===== src/rtl/pool_window_fetch_pkg.sv =====
// Shared types and constants for the 2x2 pooling window fetcher.
// DATA_BITS is the pixel width shared by the design and the bench.
`ifndef DATA_BITS
`define DATA_BITS 16
`endif

package pool_window_fetch_pkg;

  // Slot codes driven on pix_cnt toward the pooling stage
  localparam logic [3:0] POOL_SLOT_LAST  = 4'd3;
  localparam logic [3:0] POOL_SLOT_FLUSH = 4'd4;
  localparam logic [3:0] POOL_SLOT_IDLE  = 4'd15;

  typedef enum logic [1:0] {
    ST_IDLE   = 2'd0,
    ST_RUN    = 2'd1,
    ST_FINISH = 2'd2
  } state_t;

  // One pipeline slot: valid marks a pixel or flush slot, read marks a memory fetch
  typedef struct packed {
    logic       valid;
    logic       read;
    logic [2:0] phase;
  } slot_t;

  // Counter width for n states, never narrower than one bit
  function automatic int unsigned bits_for(input int unsigned n);
    return (n <= 2) ? 1 : $clog2(n);
  endfunction

endpackage


===== src/rtl/pool_window_fetch_addr_gen.sv =====
// Window row/column and phase counters plus source/pooled address arithmetic.
module pool_addr_gen
  import pool_window_fetch_pkg::*;
#(
  parameter int unsigned IMG_W          = 64,
  parameter int unsigned IMG_H          = 64,
  parameter int unsigned ADDR_BITS      = 12,
  parameter int unsigned POOL_ADDR_BITS = 10
) (
  input  logic                      clk,
  input  logic                      reset,
  input  logic                      clk_en,
  input  logic                      adv,
  output logic [2:0]                phase,
  output logic [ADDR_BITS-1:0]      rd_addr_c,
  output logic [POOL_ADDR_BITS-1:0] win_addr_c,
  output logic                      last_win_c
);

  localparam int unsigned COLS     = IMG_W / 2;
  localparam int unsigned ROWS     = IMG_H / 2;
  localparam int unsigned COL_BITS = bits_for(COLS);
  localparam int unsigned ROW_BITS = bits_for(ROWS);

  logic [COL_BITS-1:0]  col;
  logic [ROW_BITS-1:0]  row;
  logic                 col_wrap;
  logic                 row_wrap;
  logic [ADDR_BITS-1:0] src_row;
  logic [ADDR_BITS-1:0] src_col;

  assign col_wrap   = (col == COL_BITS'(COLS - 1));
  assign row_wrap   = (row == ROW_BITS'(ROWS - 1));
  assign last_win_c = col_wrap & row_wrap;

  // Source pixel: row 2r+(p>>1), column 2c+(p&1)
  assign src_row    = ADDR_BITS'({row, phase[1]});
  assign src_col    = ADDR_BITS'({col, phase[0]});
  assign rd_addr_c  = src_row * ADDR_BITS'(IMG_W) + src_col;
  assign win_addr_c = POOL_ADDR_BITS'(row) * POOL_ADDR_BITS'(COLS) + POOL_ADDR_BITS'(col);

  // Step phase 0..4, then move to the next window in raster order (wraps to 0 after the last)
  always_ff @(posedge clk or negedge reset) begin
    if (!reset) begin
      phase <= '0;
      col   <= '0;
      row   <= '0;
    end else if (clk_en && adv) begin
      if (phase == 3'(POOL_SLOT_FLUSH)) begin
        phase <= '0;
        if (col_wrap) begin
          col <= '0;
          row <= row_wrap ? '0 : row + 1'b1;
        end else begin
          col <= col + 1'b1;
        end
      end else begin
        phase <= phase + 3'd1;
      end
    end
  end

endmodule


===== src/rtl/pool_window_fetch.sv =====
// Feeder for the 2x2 max-pool stage: walks the feature map window by window,
// presents four pixels and a flush slot per window, pulses done at the end.
// Optional: define POOL_FETCH_RELU_EN to clamp negative read data to zero.
`ifndef DATA_BITS
`define DATA_BITS 16
`endif

module pool_window_fetch
  import pool_window_fetch_pkg::*;
#(
  parameter int unsigned IMG_W          = 64,
  parameter int unsigned IMG_H          = 64,
  parameter int unsigned ADDR_BITS      = 12,
  parameter int unsigned POOL_ADDR_BITS = 10
) (
  input  logic                         clk,
  input  logic                         reset,
  input  logic                         clk_en,
  input  logic                         start,
  output logic                         busy,
  output logic                         done,
  output logic                         mem_rd_en,
  output logic [ADDR_BITS-1:0]         mem_rd_addr,
  input  logic signed [`DATA_BITS-1:0] mem_rd_data,
  output logic signed [`DATA_BITS-1:0] pix_out,
  output logic [3:0]                   pix_cnt,
  output logic [POOL_ADDR_BITS-1:0]    pool_addr
);

  state_t                       state;
  state_t                       state_nxt;
  logic                         load_issue;
  logic                         accept;
  logic                         pass_end;

  logic [2:0]                   gen_phase;
  logic [ADDR_BITS-1:0]         gen_addr;
  logic [POOL_ADDR_BITS-1:0]    gen_win;
  logic                         gen_last;

  slot_t                        iss;
  logic [POOL_ADDR_BITS-1:0]    iss_win;
  slot_t                        s2;
  logic [POOL_ADDR_BITS-1:0]    s2_win;

  logic                         rd_pend;
  logic                         hold_valid;
  logic signed [`DATA_BITS-1:0] hold_data;
  logic signed [`DATA_BITS-1:0] pix_src;
  logic signed [`DATA_BITS-1:0] pix_val;

  pool_addr_gen #(
    .IMG_W          (IMG_W),
    .IMG_H          (IMG_H),
    .ADDR_BITS      (ADDR_BITS),
    .POOL_ADDR_BITS (POOL_ADDR_BITS)
  ) u_addr_gen (
    .clk        (clk),
    .reset      (reset),
    .clk_en     (clk_en),
    .adv        (load_issue),
    .phase      (gen_phase),
    .rd_addr_c  (gen_addr),
    .win_addr_c (gen_win),
    .last_win_c (gen_last)
  );

  // FSM state register
  always_ff @(posedge clk or negedge reset) begin
    if (!reset) begin
      state <= ST_IDLE;
    end else if (clk_en) begin
      state <= state_nxt;
    end
  end

  // FSM next state: FINISH once the last window's final read is issued
  always_comb begin
    state_nxt = state;
    case (state)
      ST_IDLE:   if (start) state_nxt = ST_RUN;
      ST_RUN:    if (gen_last && gen_phase == 3'(POOL_SLOT_LAST)) state_nxt = ST_FINISH;
      ST_FINISH: if (pix_cnt == POOL_SLOT_FLUSH) state_nxt = ST_IDLE;
      default:   state_nxt = ST_IDLE;
    endcase
  end

  // FSM controls: which slot enters the issue stage, pass start and end
  always_comb begin
    load_issue = 1'b0;
    accept     = 1'b0;
    pass_end   = 1'b0;
    case (state)
      ST_IDLE: begin
        accept     = start;
        load_issue = start;
      end
      ST_RUN: begin
        load_issue = 1'b1;
      end
      ST_FINISH: begin
        load_issue = (gen_phase == 3'(POOL_SLOT_FLUSH));
        pass_end   = (pix_cnt == POOL_SLOT_FLUSH);
      end
      default: begin
        load_issue = 1'b0;
      end
    endcase
  end

  // No read may reach memory while the pipeline is stalled
  assign mem_rd_en = iss.read & clk_en;

  // Issue stage: registered read strobe/address and slot tag
  always_ff @(posedge clk or negedge reset) begin
    if (!reset) begin
      iss         <= '0;
      iss_win     <= '0;
      mem_rd_addr <= '0;
    end else if (clk_en) begin
      iss.valid <= load_issue;
      iss.read  <= load_issue && (gen_phase != 3'(POOL_SLOT_FLUSH));
      iss.phase <= gen_phase;
      iss_win   <= gen_win;
      if (load_issue && (gen_phase != 3'(POOL_SLOT_FLUSH))) begin
        mem_rd_addr <= gen_addr;
      end
    end
  end

  // Data stage: slot whose read data is on the bus this cycle
  always_ff @(posedge clk or negedge reset) begin
    if (!reset) begin
      s2     <= '0;
      s2_win <= '0;
    end else if (clk_en) begin
      s2     <= iss;
      s2_win <= iss_win;
    end
  end

  // Catch read data that returns while stalled so it is presented later
  always_ff @(posedge clk or negedge reset) begin
    if (!reset) begin
      rd_pend    <= 1'b0;
      hold_valid <= 1'b0;
      hold_data  <= '0;
    end else begin
      rd_pend <= mem_rd_en;
      if (clk_en) begin
        hold_valid <= 1'b0;
      end else if (rd_pend) begin
        hold_valid <= 1'b1;
        hold_data  <= mem_rd_data;
      end
    end
  end

  assign pix_src = hold_valid ? hold_data : mem_rd_data;

  // Optional ReLU clamp on the pixel path
  always_comb begin
`ifdef POOL_FETCH_RELU_EN
    pix_val = pix_src[`DATA_BITS-1] ? '0 : pix_src;
`else
    pix_val = pix_src;
`endif
  end

  // Presentation stage: pixel slots, flush slot with pooled address, idle otherwise
  always_ff @(posedge clk or negedge reset) begin
    if (!reset) begin
      pix_out   <= '0;
      pix_cnt   <= POOL_SLOT_IDLE;
      pool_addr <= '0;
    end else if (clk_en) begin
      if (s2.valid && s2.read) begin
        pix_out <= pix_val;
        pix_cnt <= 4'(s2.phase);
      end else if (s2.valid) begin
        pix_cnt   <= POOL_SLOT_FLUSH;
        pool_addr <= s2_win;
      end else begin
        pix_cnt <= POOL_SLOT_IDLE;
      end
    end
  end

  // Pass status: busy from accepted start until done, done pulses after last flush
  always_ff @(posedge clk or negedge reset) begin
    if (!reset) begin
      busy <= 1'b0;
      done <= 1'b0;
    end else if (clk_en) begin
      done <= pass_end;
      if (accept) begin
        busy <= 1'b1;
      end else if (pass_end) begin
        busy <= 1'b0;
      end
    end
  end

endmodule


===== config.mk =====
export PLATFORM = sky130hd
export DESIGN_NAME = pool_window_fetch
export DESIGN_NICKNAME = d
export VERILOG_FILES = /design/src/rtl/pool_window_fetch_pkg.sv /design/src/rtl/pool_window_fetch_addr_gen.sv /design/src/rtl/pool_window_fetch.sv
export SDC_FILE = /design/constraint.sdc
export NUM_CORES = 1
export LEC_CHECK = 0
export ABC_CLOCK_PERIOD_IN_PS = 2070
export BUFFER_PORTS_ARGS = -buffer_cell sky130_fd_sc_hd__buf_2
export CAP_MARGIN = 25
export CORE_UTILIZATION = 56
export DETAILED_ROUTE_END_ITERATION = 12
export GPL_TIMING_DRIVEN = 0
export PLACE_DENSITY = 0.76
export SETUP_SLACK_MARGIN = 0.2
export SYNTH_ARGS = -nofsm -noshare
export SYNTH_HDL_FRONTEND = slang
export SYNTH_SLANG_ARGS = --single-unit
export TNS_END_PERCENT = 30

===== constraint.sdc =====
create_clock -name clk -period 2.07 [get_ports clk]
set_input_delay 0.1035 -clock clk [delete_from_list [all_inputs] [get_ports clk]]
set_output_delay 0.1035 -clock clk [all_outputs]
set_load 0.03 [all_outputs]

==> results.sh, run 1 <==
export IMPL_status="completed"
export IMPL_die_y_um=91.2
export IMPL_cp_arrival_ns=2.10
export IMPL_multiInputGateArea_sq_um=1690
export IMPL_coreArea_sq_um=7730
export IMPL_dp_hpwl_um=5660
export IMPL_peakVddDrop_uv=588
export IMPL_die_area_sq_um=8320
export IMPL_rows=32
export IMPL_clockPowerShare_pct=21.0
export IMPL_place_inst=499
export IMPL_grt_pass1_vias=2865
export IMPL_instances_no_fill=537
export IMPL_portBuffers=64
export IMPL_vias=2941
export IMPL_hold_slack_ns=0.138
export IMPL_period_share_pct=89.5
export IMPL_die_w_um=91.2
export IMPL_synth_largest_area_cell="dfrtp_1"
export IMPL_gr_usage_all_layers_pct=21.7
export IMPL_routed_wl_um=8500
export IMPL_period_minus_slack_ns=1.85
export IMPL_pwr_density_cell_nw_per_um2=1240
export IMPL_syn_nets=359
export IMPL_drive_gt1_share_pct=40.9
export IMPL_synth_commonest_cells="dfrtp_1, mux2_2, nand2_1"
export IMPL_ys_ff_latch=107
export IMPL_syn_inst=332
export IMPL_numCtsBuffers=9
export IMPL_wl_per_cell_um=15.8
export IMPL_cts_path_max_buffers=2
export IMPL_drc_errors=0
export IMPL_criticalPathCategory="reg -> reg"
export IMPL_yosysMostFrequentCell="dfrtp_1"
export IMPL_seq_power_share_pct=46.4
export IMPL_hp_class="in -> reg"
export IMPL_first_iter_violations=134
export IMPL_pre_cts_slack_ns=0.0369
export IMPL_ios=65
export IMPL_ant_nets=0
export IMPL_cap_viol_max_count=0
export IMPL_gp_congestion=0.779
export IMPL_p_leak_nw=2.51
export IMPL_grt_max_degree=63
export IMPL_initial_utilization_pct=57.7
export IMPL_finalNetCount=457
export IMPL_maxSlewHeadroom_pct=54.9
export IMPL_synthTopCellsByArea="dfrtp_1, mux2_2, mux2i_1, dfstp_2, o21ai_0"
export IMPL_async_flop_share_pct=100
export IMPL_grt_pass1_wl_um=13900
export IMPL_n_antenna_cell=0
export IMPL_clock_skew_ns=0.0119
export IMPL_p_sw_mw=2.31
export IMPL_drt_first_pass_iters=4
export IMPL_area_delta_synth_final_pct=21.4
export IMPL_layout_setup_ws_ns=0.217
export IMPL_slew_violations=0
export IMPL_pwr_share_comb_pct=32.6
export IMPL_cts_tree="yes"
export IMPL_register_area_sq_um=2680
export IMPL_startpoint_type="flop"
export IMPL_yosysSeqAreaShare_pct=60.2
export IMPL_finalPower_mw=6.70
export IMPL_synth_cell_types=39
export IMPL_synth_warnings=0
export IMPL_tightest_slew_ns=0.668
export IMPL_crit_fanout=5
export IMPL_grt_ovfl_total=0
export IMPL_syn_area_sq_um=4460
export IMPL_synth_ff_type="dfrtp_1"
export IMPL_synth_edf_count=0
export IMPL_switching_share_pct=34.4
export IMPL_rsz0062_at_grt="yes"
export IMPL_htreeDepth=3
export IMPL_internal_power_mw=4.39
export IMPL_utilization_pct=70.1
export IMPL_clock_root_buffer="clkbuf_8"
export IMPL_clk_pin_slew_ns=0.09
export IMPL_syn_avg_cell_area_sq_um=13.4
export IMPL_cts_sinks=107
export IMPL_finalSetupViolCount=0
export IMPL_fmax_mhz=540
export IMPL_hold_viol=0
export IMPL_antenna_found_initial=0
export IMPL_synth_top_area_share_pct=57.8
export IMPL_critPathRequiredTime_ns=2.32
export IMPL_n_fill_cell=577
export IMPL_crit_path_end_kind="flop"
export IMPL_avgViaCountPerCell=5.48
export IMPL_insertion_delay_ns=0.37
-- cell type report --
cell class / instances / area share (%)
buffer: 17 / 1.71
clock buffer: 11 / 2.61
clock inverter: 5 / 1.55
inverter: 10 / 0.693
multi-input combinational: 198 / 31.2
sequential: 107 / 49.6
tap: 102 / 2.36
timing repair buffer: 87 / 10.3
-- logic make-up (layout without fill, tap and decap cells) --
logic type      Yosys count  count (layout)  share of synthesized area (%)
buf+inv                  27             130                           2.75
mux                      88              88                           22.0
simple gates             56              56                           6.23
compound gates           47              47                           6.85
flops                   107             107                           60.2
fa+ha+maj                 7               7                           1.96
-- through the flow --
stage               instance area (sq um)  setup TNS, ns
floorplan                            4460              0
global placement                     4910         -25.58
detailed placement                   4940              0
CTS                                  5360              0
global route                         5410              0
finish                               5410              0
-- state kept, by name, summed over array words and instances (netlist names), 2 cells and up --
signal / flops
s2: 5
state: 2
s2_win: 10
u_addr_gen.phase: 3
iss_win: 10
mem_rd_addr: 12
iss: 5
pix_cnt: 4
u_addr_gen.row: 5
pool_addr: 10
pix_out: 16
hold_data: 16
u_addr_gen.col: 5
-- worst max-delay path, cell delays in order, from the launching register on --
cell,delay [ns]
dfrtp_2,0.41
ha_4,0.14
and3_1,0.15
ha_2,0.18
buf_6,0.11
nand4_1,0.17
a21oi_2,0.26
mux2_4,0.32
-- timing repair --
action,4_1_cts,5_1_grt
gates resized for setup,3,10
hold buffers,17,0
buffers inserted,3,2
endpoints found under the setup margin,3,19
hold endpoints to repair,57,0
cloned,0,0
-- layout by cell type (no fill, tap or decap), types with 6 or more instances in the layout --
| cell type | netlist | layout |
|---|---|---|
| a31oi_1 | 6 | 6 |
| buf_2 | 5 | 68 |
| buf_4 | 0 | 6 |
| clkbuf_1 | 7 | 7 |
| clkbuf_8 | 0 | 10 |
| dfrtp_1 | 103 | 102 |
| dlygate4sd3_1 | 0 | 17 |
| inv_1 | 10 | 10 |
| mux2_2 | 69 | 67 |
| mux2i_1 | 16 | 16 |
| nand2_1 | 24 | 24 |
| nor2_1 | 9 | 9 |
| o21ai_0 | 21 | 20 |
-- routing by layer --
layer | GRT usage (%) | vias up | wire length, um
li1 | - | 1381 | -
met1 | 30.1 | 1474 | 4030
met2 | 34.5 | 74 | 4060
met3 | 2.60 | 12 | 250
met4 | 10.1 | 0 | 162
met5 | 0 | - | 0
-- power by group through the flow --
stage | Combinational [mW] | Clock, mW | Sequential [mW]
floorplan | 1.06 | 0 | 3.55
global placement | 2.01 | 0 | 3.11
detailed placement | 2.08 | 0 | 3.15
CTS | 2.16 | 1.44 | 3.09
global route | 2.37 | 1.52 | 3.18
finish | 2.19 | 1.41 | 3.11
-- final timing paths --
kind | startpoint | endpoint | slack [ns] | cells after the start
setup / recovery | u_addr_gen.col[0] | u_addr_gen.row[4] | 0.22 | 7
hold / removal | start | busy | 0.14 | 3
setup reg to reg | u_addr_gen.col[0] | u_addr_gen.row[4] | 0.22 | 7
hold reg to reg | pix_out[12] | pix_out[12] | 0.48 | 2
max in group asynchronous | reset | u_addr_gen.col[0] | 1.06 | 3
min in group asynchronous | reset | hold_data[3] | 0.30 | 2
Note: power is estimated with default switching activity, not from simulation.
==> run 2: changes to the inputs <==
--- a/config.mk
+++ b/config.mk
@@ -10,7 +10,6 @@
 export CAP_MARGIN = 25
 export CORE_UTILIZATION = 56
 export DETAILED_ROUTE_END_ITERATION = 12
-export GPL_TIMING_DRIVEN = 0
 export PLACE_DENSITY = 0.76
 export SETUP_SLACK_MARGIN = 0.2
 export SYNTH_ARGS = -nofsm -noshare
==> run 2 against run 1 <==
Net effect: wire length is 5.3% lower; first-iteration DRC count down 13%; count of clock-buffer cells in the layout down 1; utilization down 1.8 points; register-to-register slack improved by 0.05 ns; clock skew shrank 0.0022 ns; flip-flop and latch count did not move; worst hold slack got worse by 0.12 ns; die area stayed put; sequential share of layout area up 1.3 points; cell count is 2.2% lower; non-clock buffer count fell by 12; critical endpoint unchanged; largest cell class unchanged.
==> results.sh, run 2 (synthesized netlist as in run 1, its figures left out) <==
export IMPL_maxSlewHeadroom_pct=64.2
export IMPL_critPathRequiredTime_ns=2.32
export IMPL_fmax_mhz=555
export IMPL_crit_fanout=4
export IMPL_largestRegisters="hold_data: 16 flops, pix_out: 16 flops, mem_rd_addr: 12 flops"
export IMPL_hp_class="in -> reg"
export IMPL_drt_first_pass_iters=4
export IMPL_clk_pin_slew_ns=0.10
export IMPL_antenna_found_initial=0
export IMPL_drive_gt1_share_pct=40.7
export IMPL_wl_per_cell_um=15.3
export IMPL_setup_tns_ns=0
export IMPL_period_share_pct=87.1
export IMPL_cap_viol_max_count=0
export IMPL_rsz0062_at_grt="yes"
export IMPL_multiInputGateArea_sq_um=1660
export IMPL_period_minus_slack_ns=1.80
export IMPL_cts_sinks=107
export IMPL_tightest_slew_ns=0.536
export IMPL_finalSetupViolCount=0
export IMPL_rows=32
export IMPL_gr_usage_all_layers_pct=21.2
export IMPL_dp_hpwl_um=5500
export IMPL_n_fill_cell=572
export IMPL_pwr_density_cell_nw_per_um2=1210
export IMPL_cts_tree="yes"
export IMPL_die_area_sq_um=8320
export IMPL_die_y_um=91.2
export IMPL_dpl_instance_area_sq_um=4910
export IMPL_coreArea_sq_um=7730
export IMPL_finalNetCount=445
export IMPL_grt_pass1_wl_um=14000
export IMPL_n_antenna_cell=0
export IMPL_register_area_sq_um=2680
export IMPL_routed_wl_um=8050
export IMPL_status="completed"
export IMPL_instances_no_fill=525
export IMPL_grt_pass1_vias=2893
export IMPL_drc_errors=0
export IMPL_portBuffers=64
export IMPL_peakVddDrop_uv=595
export IMPL_startpoint_type="flop"
export IMPL_ios=65
export IMPL_avgViaCountPerCell=5.44
export IMPL_area_delta_synth_final_pct=18.4
export IMPL_grt_ovfl_total=0
export IMPL_clock_root_buffer="clkbuf_8"
export IMPL_initial_utilization_pct=57.7
export IMPL_numCtsBuffers=9
export IMPL_cts_path_max_buffers=2
export IMPL_vias=2855
export IMPL_hold_slack_ns=0.0169
export IMPL_gp_congestion=0.769
export IMPL_fin_area_sq_um=5280
export IMPL_p_leak_nw=2.47
export IMPL_hold_viol=0
export IMPL_first_iter_violations=116
export IMPL_insertion_delay_ns=0.36
export IMPL_ant_nets=0
export IMPL_finalPower_mw=6.40
export IMPL_layout_commonest_cell="dfrtp_1"
export IMPL_htreeDepth=3
export IMPL_clock_skew_ns=0.00974
export IMPL_crit_path_end_kind="flop"
export IMPL_slew_violations=0
export IMPL_grt_max_degree=69
export IMPL_final_cell_mix="dfrtp_1, mux2_2, buf_2"
export IMPL_die_w_um=91.2
export IMPL_place_inst=491
export IMPL_cp_arrival_ns=2.05
export IMPL_criticalPathCategory="reg -> reg"
-- run 2: changes by cell type in the layout (fill, tap and decap cells not counted), moves of 2 or more --
| cell | delta |
|---|---|
| clkbuf_1 | -7 |
| buf_4 | +6 |
| buf_2 | -5 |
| buf_1 | -3 |
| buf_6 | -3 |
| a211oi_1 | +2 |
| a211oi_2 | -2 |
| bufinv_16 | -2 |
| clkinv_4 | +2 |
| ha_1 | +2 |
| mux2_2 | +2 |
| mux2_4 | -2 |
-- run 2: through the flow --
step,setup WS (ns),utilization [%]
final,0.267,68.3
after global routing,0.165,68.3
after CTS,0.273,68.3
after detailed placement,0.170,63.6
after global placement,0.298,63.6
after floorplan,0.272,-
-- run 2: final cells by class --
cell class,count,area share [%]
inverter,10,0.711
multi-input combinational,198,31.4
clock buffer,10,2.61
sequential,107,50.8
tap,102,2.42
timing repair buffer,92,11.1
clock inverter,6,0.925
-- run 2: power breakdown --
group / switching, mW / internal [mW]
sequential: 0.408 / 2.73
clock: 0.709 / 0.481
combinational: 1.18 / 0.894
total: 2.29 / 4.10
-- run 2: path summary, 6_finish.rpt --
kind,startpoint,slack (ns),to,cells after the start
max in group asynchronous,reset,1.32,pix_cnt[1],3
worst min register to register,pix_out[15],0.48,pix_out[15],2
worst min-delay path,mem_rd_data[14],0.02,hold_data[14],2
worst max register to register,u_addr_gen.col[0],0.27,u_addr_gen.row[4],6
worst max-delay path,u_addr_gen.col[0],0.27,u_addr_gen.row[4],6
min in group asynchronous,reset,0.09,hold_data[4],2
-- run 2: layer usage --
metal  up-vias  track usage [%]  part of all wire (%)  wire (um)
li1       1351                -                     -          -
met1      1421             29.2                    49       3910
met2        72             34.7                    47       3780
met3        11             3.18                   3.1        250
met4         0             7.54                   1.4        110
met5         -                0                     0          0
-- run 2: timing repair --
item	in CTS	in global routing
setup endpoints to repair	2	6
setup buffers	2	0
pin swaps	0	0
hold buffers	16	0
gates resized for setup	1	1
cloned	0	0
hold endpoints to repair	118	0
-- run 2: critical path, cell delays in order, from the launching register on --
cell and delay (ns):
dfrtp_1 0.38, ha_1 0.19, and3_1 0.17, ha_1 0.20, nand4_1 0.20, a21oi_2 0.20
mux2_2 0.35
